**config.mk**
```make
export PLATFORM = sky130hd
export DESIGN_NAME = sig_serializer
export DESIGN_NICKNAME = d
export VERILOG_FILES = /design/src/rtl/sig_serializer.sv
export SDC_FILE = /design/constraint.sdc
export NUM_CORES = 1
export LEC_CHECK = 0
export CAP_MARGIN = 5
export CORE_MARGIN = 1.5
export CORE_UTILIZATION = 45
export DETAILED_ROUTE_END_ITERATION = 16
export PLACE_DENSITY = 0.7
export SLEW_MARGIN = 20
export SYNTH_ARGS = -nofsm -noshare
export SYNTH_HDL_FRONTEND = slang
export SYNTH_SLANG_ARGS = --single-unit
```
**constraint.sdc**
```tcl
create_clock -name clk -period 63.9 [get_ports clk]
set_input_delay 12.78 -clock clk [delete_from_list [all_inputs] [get_ports clk]]
set_output_delay 12.78 -clock clk [all_outputs]
set_load 0.01 [all_outputs]
```
**src/rtl/sig_serializer.sv**
```systemverilog
// ---------------------------------------------------------------------------
// sig_serializer
//
// Output stage behind the ECDSA signer. Each 520-bit signature is captured on
// the signer's done strobe into a DEPTH-entry frame buffer. Frames are then
// streamed out as 32-bit words over a valid/ready interface. The buffer
// absorbs host back-pressure so the signer never stalls. Frames that arrive
// while the buffer is full are counted in drop_cnt.
//
// Frame layout (17 words): word k (k = 0..15) = sig_in[519-32k : 488-32k],
// word 16 = {24'h0, sig_in[7:0]}.
//
// Optional feature macro: SIG_SERIALIZER_CHECKSUM_EN
//   When defined, an 18th word carrying the XOR of words 0..16 is appended
//   and out_last moves to that word.
//
// Ports
//   clk        in   1    design clock, rising edge
//   rst        in   1    synchronous active-high reset
//   sig_in     in   520  signature {r[255:0], s[255:0], v[7:0]}
//   sig_valid  in   1    capture strobe (signer done)
//   sig_err    in   1    signer error, sampled with sig_valid
//   out_data   out  32   current output word (registered)
//   out_valid  out  1    out_data valid (registered)
//   out_ready  in   1    consumer accepts the word when high with out_valid
//   out_last   out  1    final word of a frame (registered)
//   full       out  1    all DEPTH entries occupied
//   drop_cnt   out  8    frames dropped on a full buffer, saturating at 255
//   err_flag   out  1    sticky, set when a frame arrives with sig_err high
// ---------------------------------------------------------------------------
module sig_serializer #(
    parameter int DEPTH = 2
) (
    input  logic         clk,
    input  logic         rst,
    input  logic [519:0] sig_in,
    input  logic         sig_valid,
    input  logic         sig_err,
    output logic [31:0]  out_data,
    output logic         out_valid,
    input  logic         out_ready,
    output logic         out_last,
    output logic         full,
    output logic [7:0]   drop_cnt,
    output logic         err_flag
);

    localparam int PW = $clog2(DEPTH);
    localparam int CW = PW + 1;
    localparam logic [CW-1:0] DEPTH_C = CW'(DEPTH);

`ifdef SIG_SERIALIZER_CHECKSUM_EN
    localparam logic [4:0] LAST_IDX = 5'd17;
`else
    localparam logic [4:0] LAST_IDX = 5'd16;
`endif

    typedef enum logic [1:0] {
        ST_IDLE,
        ST_LOAD,
        ST_SEND
    } state_t;

    logic [519:0]  r_mem [DEPTH];
    logic [PW-1:0] r_wr_ptr;
    logic [PW-1:0] r_rd_ptr;
    logic [CW-1:0] r_count;

    state_t        r_state;
    state_t        w_state_nxt;
    logic [4:0]    r_idx;
    logic [4:0]    w_idx_nxt;
    logic [31:0]   r_out_data;
    logic [31:0]   w_out_data_nxt;
    logic          r_out_valid;
    logic          w_out_valid_nxt;
    logic          r_out_last;
    logic          w_out_last_nxt;
    logic [7:0]    r_drop_cnt;
    logic          r_err_flag;

    logic          w_full;
    logic          w_empty;
    logic          w_hs;
    logic          w_pop;
    logic          w_push_req;
    logic          w_push;
    logic          w_drop;
    logic [519:0]  w_head;

    // Plain frame words 0..16.
    function automatic logic [31:0] word_base(input logic [519:0] f, input logic [4:0] k);
        logic [31:0] w;
        w = {24'h0, f[7:0]};
        for (int i = 0; i < 16; i++) begin
            if (k == 5'(i)) w = f[8 + 32*(15 - i) +: 32];
        end
        return w;
    endfunction

    // Word k of the outgoing frame, including the optional checksum word.
    function automatic logic [31:0] frame_word(input logic [519:0] f, input logic [4:0] k);
`ifdef SIG_SERIALIZER_CHECKSUM_EN
        logic [31:0] w_sum;
        if (k == 5'd17) begin
            w_sum = '0;
            for (int i = 0; i <= 16; i++) w_sum ^= word_base(f, 5'(i));
            return w_sum;
        end
`endif
        return word_base(f, k);
    endfunction

    assign w_full     = (r_count == DEPTH_C);
    assign w_empty    = (r_count == '0);
    assign w_head     = r_mem[r_rd_ptr];
    assign w_hs       = r_out_valid && out_ready;
    assign w_push_req = sig_valid && !sig_err;
    // A pop on the same edge frees the slot the incoming frame needs.
    assign w_push     = w_push_req && (!w_full || w_pop);
    assign w_drop     = w_push_req && w_full && !w_pop;

    // NOTE: every variable driven here gets a default first, so no path can
    // leave it unassigned and infer a latch.
    always_comb begin
        w_state_nxt     = r_state;
        w_idx_nxt       = r_idx;
        w_out_data_nxt  = r_out_data;
        w_out_valid_nxt = r_out_valid;
        w_out_last_nxt  = r_out_last;
        w_pop           = 1'b0;
        unique case (r_state)
            ST_IDLE: begin
                if (!w_empty) w_state_nxt = ST_LOAD;
            end
            ST_LOAD: begin
                w_idx_nxt       = '0;
                w_out_data_nxt  = frame_word(w_head, 5'd0);
                w_out_valid_nxt = 1'b1;
                w_out_last_nxt  = 1'b0;
                w_state_nxt     = ST_SEND;
            end
            ST_SEND: begin
                if (w_hs) begin
                    if (r_idx == LAST_IDX) begin
                        w_pop           = 1'b1;
                        w_out_valid_nxt = 1'b0;
                        w_out_last_nxt  = 1'b0;
                        w_state_nxt     = ST_IDLE;
                    end else begin
                        w_idx_nxt      = r_idx + 5'd1;
                        w_out_data_nxt = frame_word(w_head, r_idx + 5'd1);
                        w_out_last_nxt = ((r_idx + 5'd1) == LAST_IDX);
                    end
                end
            end
            default: w_state_nxt = ST_IDLE;
        endcase
    end

    // NOTE: sequential state uses non-blocking assignments so every register
    // samples pre-edge values regardless of statement order.
    always_ff @(posedge clk) begin
        if (rst) begin
            r_state     <= ST_IDLE;
            r_idx       <= '0;
            r_out_data  <= '0;
            r_out_valid <= 1'b0;
            r_out_last  <= 1'b0;
        end else begin
            r_state     <= w_state_nxt;
            r_idx       <= w_idx_nxt;
            r_out_data  <= w_out_data_nxt;
            r_out_valid <= w_out_valid_nxt;
            r_out_last  <= w_out_last_nxt;
        end
    end

    always_ff @(posedge clk) begin
        if (rst) begin
            r_wr_ptr   <= '0;
            r_rd_ptr   <= '0;
            r_count    <= '0;
            r_drop_cnt <= '0;
            r_err_flag <= 1'b0;
        end else begin
            if (w_push) r_wr_ptr <= r_wr_ptr + PW'(1);
            if (w_pop)  r_rd_ptr <= r_rd_ptr + PW'(1);
            if (w_push && !w_pop)      r_count <= r_count + CW'(1);
            else if (w_pop && !w_push) r_count <= r_count - CW'(1);
            if (w_drop && (r_drop_cnt != 8'hFF)) r_drop_cnt <= r_drop_cnt + 8'd1;
            if (sig_valid && sig_err) r_err_flag <= 1'b1;
        end
    end

    // NOTE: the frame storage has no reset; the pointers and occupancy count
    // define which entries are meaningful, so stale contents are never read.
    always_ff @(posedge clk) begin
        if (w_push) r_mem[r_wr_ptr] <= sig_in;
    end

    assign out_data  = r_out_data;
    assign out_valid = r_out_valid;
    assign out_last  = r_out_last;
    assign full      = w_full;
    assign drop_cnt  = r_drop_cnt;
    assign err_flag  = r_err_flag;

endmodule

```
# Word level (Yosys, flattened, before mapping)
# Memory sizes are Yosys's and may differ from the RTL's. A register that Yosys moved wholly into a read port is not among the register bits.
# Index checks and enable logic that the tools add are counted.
# W data, S select, Z words.
[op_classes]
eq_ne = 25
add_sub_neg = 6
reduce_logical = 23
n_mux = 41
[op_table]
columns = ["op", "n"]
rows = [
  ["$mux W32", 18],
  ["$pmux W32 S2", 1],
  ["$eq A5 B4 Y1 const B", 8],
  ["$eq A5 B3 Y1 const B", 4],
  ["$mux W1", 11],
  ["$eq A5 B2 Y1 const B", 2],
  ["$eq A5 B5 Y1 const B", 2],
  ["$mux W2", 5],
  ["$mux W5", 2],
  ["$pmux W5 S2", 1],
  ["$logic_and A1 B1 Y1", 9],
  ["$reduce_and A3 Y1", 3],
  ["$add A8 B1 Y8 const B", 1],
  ["$ne A2 B2 Y1 const B", 4],
  ["$ne A8 B8 Y1 const B", 1],
  ["$pmux W2 S3", 1],
  ["$add A5 B1 Y5 const B", 1],
  ["$eq A5 B1 Y1 const B", 1],
  ["$logic_not A5 Y1", 1],
  ["$eq A2 B2 Y1 const B", 2],
  ["$logic_not A1 Y1", 4],
  ["$logic_not A2 Y1", 2],
  ["$pmux W1 S2", 2],
  ["$reduce_bool A2 Y1", 2],
  ["other kinds (6)", 7],
]
[totals]
elab_cells = 106
mem_bits_rw = 1040
register_bits = 54
in_bits = 525
mem_count = 1
output_inout_bits = 44
[memory_table]
columns = ["name", "words", "word_bits", "read_ports", "rd_clocked_by_memory_dff", "wr", "line", "source"]
rows = [
  ["r_mem", 2, 520, 1, 1, 1, "64", "logic [519:0] r_mem [DEPTH];"],
]

# Longest topological paths before layout
# Gate-level depths: netlist of the first run.
[logic_depth]
word_depth = 21
depth_mapped = 13
ltp_nobuf = 10

# Worst setup path before layout of the first run
# Ideal clock, no wire load.
[synth_path]
path_kind = "input to register"
start = "in out_ready"
end = "mem r_mem[0][0], enable pin"
required_time_ps = 61856
arrival_time_ps = 48285
setup_slack_ps = 13571
cell_stages = 4
path_cell_list = "nand3_1 -> nor2_1 -> nor2b_1 -> nor3_1"
[synth_via]
elab_chain_cells = 7
[synth_lines]
columns = ["item", "line", "source"]
rows = [
  ["from (decl)", "41", "input logic out_ready,"],
  ["$logic_and A1 B1 Y1", "117", "assign w_hs = r_out_valid && out_ready;"],
  ["$mux W1", "144", "if (w_hs) begin"],
  ["$mux W1", "132", "unique case (r_state)"],
  ["$logic_or A1 B1 Y1", "120", "assign w_push = w_push_req && (!w_full || w_pop);"],
  ["$logic_and A1 B1 Y1", "120", ""],
  ["$mux W1", "199", "if (w_push) r_mem[r_wr_ptr] <= sig_in;"],
  ["$mux W1 (not written as such)", "199", ""],
  ["to (decl)", "64", ""],
]
# Every way passes these cells.

# Final worst setup path of the first run
[layout_path]
start = "in out_ready"
end = "mem r_mem[1][213], enable pin"
[layout_via]
elab_chain_cells = 7
[layout_lines]
columns = ["item", "line", "source"]
rows = [
  ["$logic_and A1 B1 Y1", "117", ""],
  ["$mux W1", "144", ""],
  ["$mux W1", "132", ""],
  ["$logic_or A1 B1 Y1", "120", ""],
  ["$logic_and A1 B1 Y1", "120", ""],
  ["net w_push", "87", "logic w_push;"],
  ["$mux W1", "199", ""],
  ["$mux W1 (not written as such)", "199", ""],
]
# The timed path passes the listed nets, and every way through them passes these cells.

==> results of run 1 <==
worst paths after layout:
kind | from | endpoint | depth (start not counted)
worst min-delay path | err_flag | err_flag | 2
worst min register to register | err_flag | err_flag | 2
worst max register to register | r_idx[0] | r_mem[1][213] | 9
worst max-delay path | out_ready | r_mem[1][213] | 8
synth_stat cells, drive strengths merged, types with 20 or more instances:
master / instances
a21oi: 257
nand2: 70
edfxtp: 1040
nor2: 177
dfxtp: 55
mux2i: 359
o21ai: 206
nand3: 36
mux2: 150
nor3: 23
a221oi: 51
nor2b: 22
o41ai: 21
a211oi: 38
buf: 106
o211ai: 20
clkbuf: 75
o22ai: 38
cell families (layout without fill, tap and decap cells):
kind of cell	count (synthesis)	count (layout)	synth area share, %
flip-flops	1095	1095	72.11
AO/OA/AOI/OAI	694	694	9.387
multiplexers	509	509	11.84
AND/OR/NAND/NOR	374	374	3.887
buffers and inverters	193	834	2.249
XOR/XNOR	13	13	0.3377
adder cells (fa/ha/maj)	7	7	0.1953
other	0	21	0
metal layers:
layer	vias up	track usage [%]	routed length (um)
li1	12474	-	-
met1	14309	31.43	50080
met2	1426	45.47	69620
met3	313	6.557	12410
met4	48	13.42	6593
met5	-	0	316
stage by stage:
step           instances  instance area (um2)  total power (W)  hold slack (ns)
3_3_place_gp        4609                51750        0.0009331           0.4565
3_5_place_dp        4610                51770        0.0009357           0.4826
5_1_grt             4824                55480         0.001622           0.5088
4_1_cts             4813                55450         0.001588           0.4913
2_1_floorplan       2885                44840        0.0009031           0.4421
6_report            4834                55500         0.001579           0.4916
final cells by class:
type / instances / area, um2 / share of cell area, %
diodes: 21 / 52.55 / 0.09468
clock buffers: 131 / 2884 / 5.196
clock inverters: 72 / 792.0 / 1.427
inverters: 12 / 45.04 / 0.08115
multi-input cells: 1597 / 11650 / 20.99
flip-flops and latches: 1095 / 32330 / 58.26
well taps: 1287 / 1610 / 2.901
repair buffers: 619 / 6133 / 11.05
power breakdown:
group | switching [W] | internal [W] | leakage [nW]
registers | 0.00000712 | 0.000818 | 9.98
clock network | 0.000275 | 0.000383 | 1.78
logic | 0.0000507 | 0.0000444 | 5.48
total | 0.000333 | 0.00125 | 17.2
worst max-delay path: stages:
cell and delay [ns]:
clkdlybuf4s50_1 0.48, nand3_1 0.15, nor2_1 0.42, nor2b_1 0.15, nor2_1 0.24, and2_4 0.84
buf_12 0.59, buf_4 0.79
state kept, by name (all words and copies together) (netlist names), named ones only:
register	cells
out_valid	1
r_wr_ptr	1
r_rd_ptr	1
r_state	2
r_count	2
r_idx	5
out_last	1
err_flag	1
out_data	32
r_mem	1040
drop_cnt	8
==> run summary, run 1 <==
clk_lat worst skew - 0.70 ns
Async SR Flop Fraction - 0%
post-CTS setup buffers - 0
DP HPWL - 94.62 mm
post-CTS sizing - 0
clock-pin slew on the worst setup and hold paths - 0.06 ns
initial antenna violation count - 47
initial DRC count - 3115
Yosys reg bits - 1095
GPL Wtd Cong - 0.9323
Die Span X - 318.7 um
Total GRT Usage - 26.69%
min Tclk post-route - 16.51 ns
max-capacitance violation count - 0
Synth area leaders - edfxtp_1 (70%), mux2i_1 (8.0%), mux2_2 (3.8%)
Core Util, Final - 56.31%
Slew Limit Fails - 0
setup tns final - 0 ns
synthesized cell area - 44840 um2
vias per inst - 5.910
Routed Antenna Nets - 0
TritonCTS buffer count - 111
Req. time, crit path - 64.23 ns
row cnt - 115
final worst slack - 47.39 ns
peak supply drop - 0.02318 mV
area leader, netlist - edfxtp_1
Boundary Pins - 569
Worst Skew - 0.02593 ns
Synth top area share - 69.65%
global-route wire length before repair - 194.3 mm
Seq/Total Area, Yosys - 72.11%
Initial Utilization - 45.49%
setup violators final - 0
status - finished, final reports clean
EDFF count, synth - 1040
Synth cell types - 85
critical path fanouts, max - 152
net count after synthesis - 3417
Worst-Margin Slew - 1.093 ns
Layout area overhead - 23.79%
Avg Synthesized Cell Area - 15.54 um2
Final Cycle Share - 25.83%
via count - 28570
Final Hold Vio Count - 0
die area - 101500 um2
# hold bufs at CTS - 0
kind of critical path - primary input to flip-flop
largest net degree at the start of global routing - 155
IO Port Bufs - 568
commonest cells after routing, fill and taps aside - edfxtp_1 (1040), clkdlybuf4s50_1 (567), mux2i_1 (357)
Die Ht - 318.7 um
H-tree depth - 3
Bufs on Longest Clock Path - 3
number of global-route vias before repair - 28640
clk root buf - clkbuf_16
crit start category - primary input
Pre-antenna DRT Iters - 8
Slew headroom - 27.11%
drt wl/cell - 28.76 um
Clock Sinks - 1095
power per cell area - 28.44 nW/um2
share of cells above drive strength 1 - 11.60%
cells after synthesis - 2885
# DRC - 0
Crit. End Element - flip-flop
Yosys warning count - 0
Final #Nets - 3968
aggregate global routing overflow - 0
fillers - 7767
dpl ws - 46.75 ns
dominant synthesized flop cell - edfxtp_1
R2R Setup Slk - 58.70 ns
WL final - 139.0 mm
commonest non-fill, non-tap cell in the layout - edfxtp_1
core area - 98560 um2
static leakage - 17.24 nW
CTS tree - yes
worst min path class - flip-flop to flip-flop
fmax - 60.58 MHz
RSZ-0062 raised after global routing - false
crit path DAT - 16.84 ns
Power figures use the tool's default switching activity.
==> inputs of run 2 (changes only) <==
==> constraint.sdc (replaced) <==
create_clock -name clk -period 15.7 [get_ports clk]
set_input_delay 3.14 -clock clk [delete_from_list [all_inputs] [get_ports clk]]
set_output_delay 3.14 -clock clk [all_outputs]
set_load 0.01 [all_outputs]
==> run summary, run 2 (same netlist as run 1, synthesis figures left out) <==
Total GRT Usage - 26.17%
max-capacitance violation count - 0
worst hold path depth - 2
commonest non-fill, non-tap cell in the layout - edfxtp_1
area of the multi-input gates - 11680 um2
Req. time, crit path - 16.01 ns
Final Cell Area - 55400 um2
Bufs on Longest Clock Path - 3
crit path DAT - 6.86 ns
clk root buf - clkbuf_16
critical path fanouts, max - 69
register area - 32330 um2
area post-placement - 51750 um2
vias per inst - 5.878
reg2reg start - r_idx[0]
kind of critical path - primary input to flip-flop
fillers - 7671
# hold bufs at CTS - 0
R2R Setup Slk - 10.55 ns
core area - 98560 um2
crit start category - primary input
DP HPWL - 93.00 mm
Final Cycle Share - 41.70%
post-CTS sizing - 0
commonest cells after routing, fill and taps aside - edfxtp_1 (1040), clkdlybuf4s50_1 (567), mux2i_1 (357)
clk_lat worst skew - 0.69 ns
CTS tree - yes
clock-pin slew on the worst setup and hold paths - 0.06 ns
RSZ-0062 raised after global routing - false
Die Ht - 318.7 um
Worst-Margin Slew - 1.198 ns
WL final - 136.4 mm
Slew headroom - 20.00%
setup violators final - 0
H-tree depth - 3
dpl ws - 8.207 ns
TritonCTS buffer count - 111
IO Port Bufs - 568
Worst R2R End - out_data[13]
# DRC - 0
Hold Worst Slack - 0.4809 ns
Final Hold Vio Count - 0
Slew Limit Fails - 0
Biggest register - r_mem
GPL Wtd Cong - 0.8989
fmax - 152.7 MHz
power per cell area - 114.9 nW/um2
Crit. End Element - flip-flop
Initial Utilization - 45.49%
via count - 28365
Routed Antenna Nets - 0
peak supply drop - 0.1007 mV
row cnt - 115
aggregate global routing overflow - 0
min Tclk post-route - 6.547 ns
final worst slack - 9.153 ns
share of cells above drive strength 1 - 11.34%
reg2reg path depth - 9
Pre-antenna DRT Iters - 7
Clock Sinks - 1095
initial antenna violation count - 44
setup tns final - 0 ns
post-CTS setup buffers - 0
Hold Crit Start - err_flag
initial DRC count - 2935
static leakage - 17.18 nW
worst min path class - flip-flop to flip-flop
Boundary Pins - 569
Final #Nets - 3964
die area - 101500 um2
drt wl/cell - 28.27 um
global-route wire length before repair - 190.6 mm
max reg flops - 1040
status - finished, final reports clean
Worst Skew - 0.02466 ns
number of global-route vias before repair - 27968
largest net degree at the start of global routing - 160
Layout area overhead - 23.56%
Die Span X - 318.7 um
Worst Hold Path EP - err_flag
==> run 2: layout make-up <==
| type | count | area share, % |
|---|---|---|
| Antenna cell | 19 | 0.08582 |
| Clock buffer | 136 | 5.258 |
| Inverter | 12 | 0.08130 |
| Tap cell | 1287 | 2.907 |
| Clock inverter | 65 | 1.233 |
| Sequential cell | 1095 | 58.36 |
| Timing Repair Buffer | 615 | 10.99 |
| Multi-Input combinational cell | 1597 | 21.08 |
==> run 2: per-stage QoR <==
step,total power [W],util [%],std cells
5_1_grt,0.006536,56.17,4811
2_1_floorplan,0.003590,-,2885
3_5_place_dp,0.003810,52.51,4606
4_1_cts,0.006401,56.16,4807
3_3_place_gp,0.003800,52.51,4606
6_report,0.006365,56.21,4826
==> run 2: metal layers <==
layer  GRT usage, %  share of wire, %
met1          30.59                35
met2          45.43                51
met3          6.799               9.2
met4          11.28               4.3
met5              0              0.26
==> run 2: report_power, final <==
| part | switching [W] | internal [W] | leakage [nW] |
|---|---|---|---|
| Sequential | 0.0000296 | 0.00333 | 9.98 |
| Clock | 0.00110 | 0.00151 | 1.74 |
| Combinational | 0.000206 | 0.000182 | 5.46 |
==> run 2: worst max-delay path: stages <==
cell             delay (ns)
clkdlybuf4s50_1        0.54
nand3_4                0.11
nor2_4                 0.22
nor2b_4                0.08
nor2_1                 0.21
and2_4                 0.84
buf_4                  0.77
buf_4                  0.76
==> run 2: worst max-delay path by stage <==
stage | start | endpoint | slack (ns) | cells past startpoint
6_report | out_ready | r_mem[1][197] | 9.15 | 8
3_3_place_gp | out_ready | r_mem[1][240] | 8.26 | 8
5_1_grt | out_ready | r_mem[1][197] | 8.88 | 8
4_1_cts | out_ready | r_mem[1][208] | 8.93 | 8
2_1_floorplan | out_ready | r_mem[0][0] | -0.49 | 4
3_5_place_dp | out_ready | r_mem[1][240] | 8.21 | 8
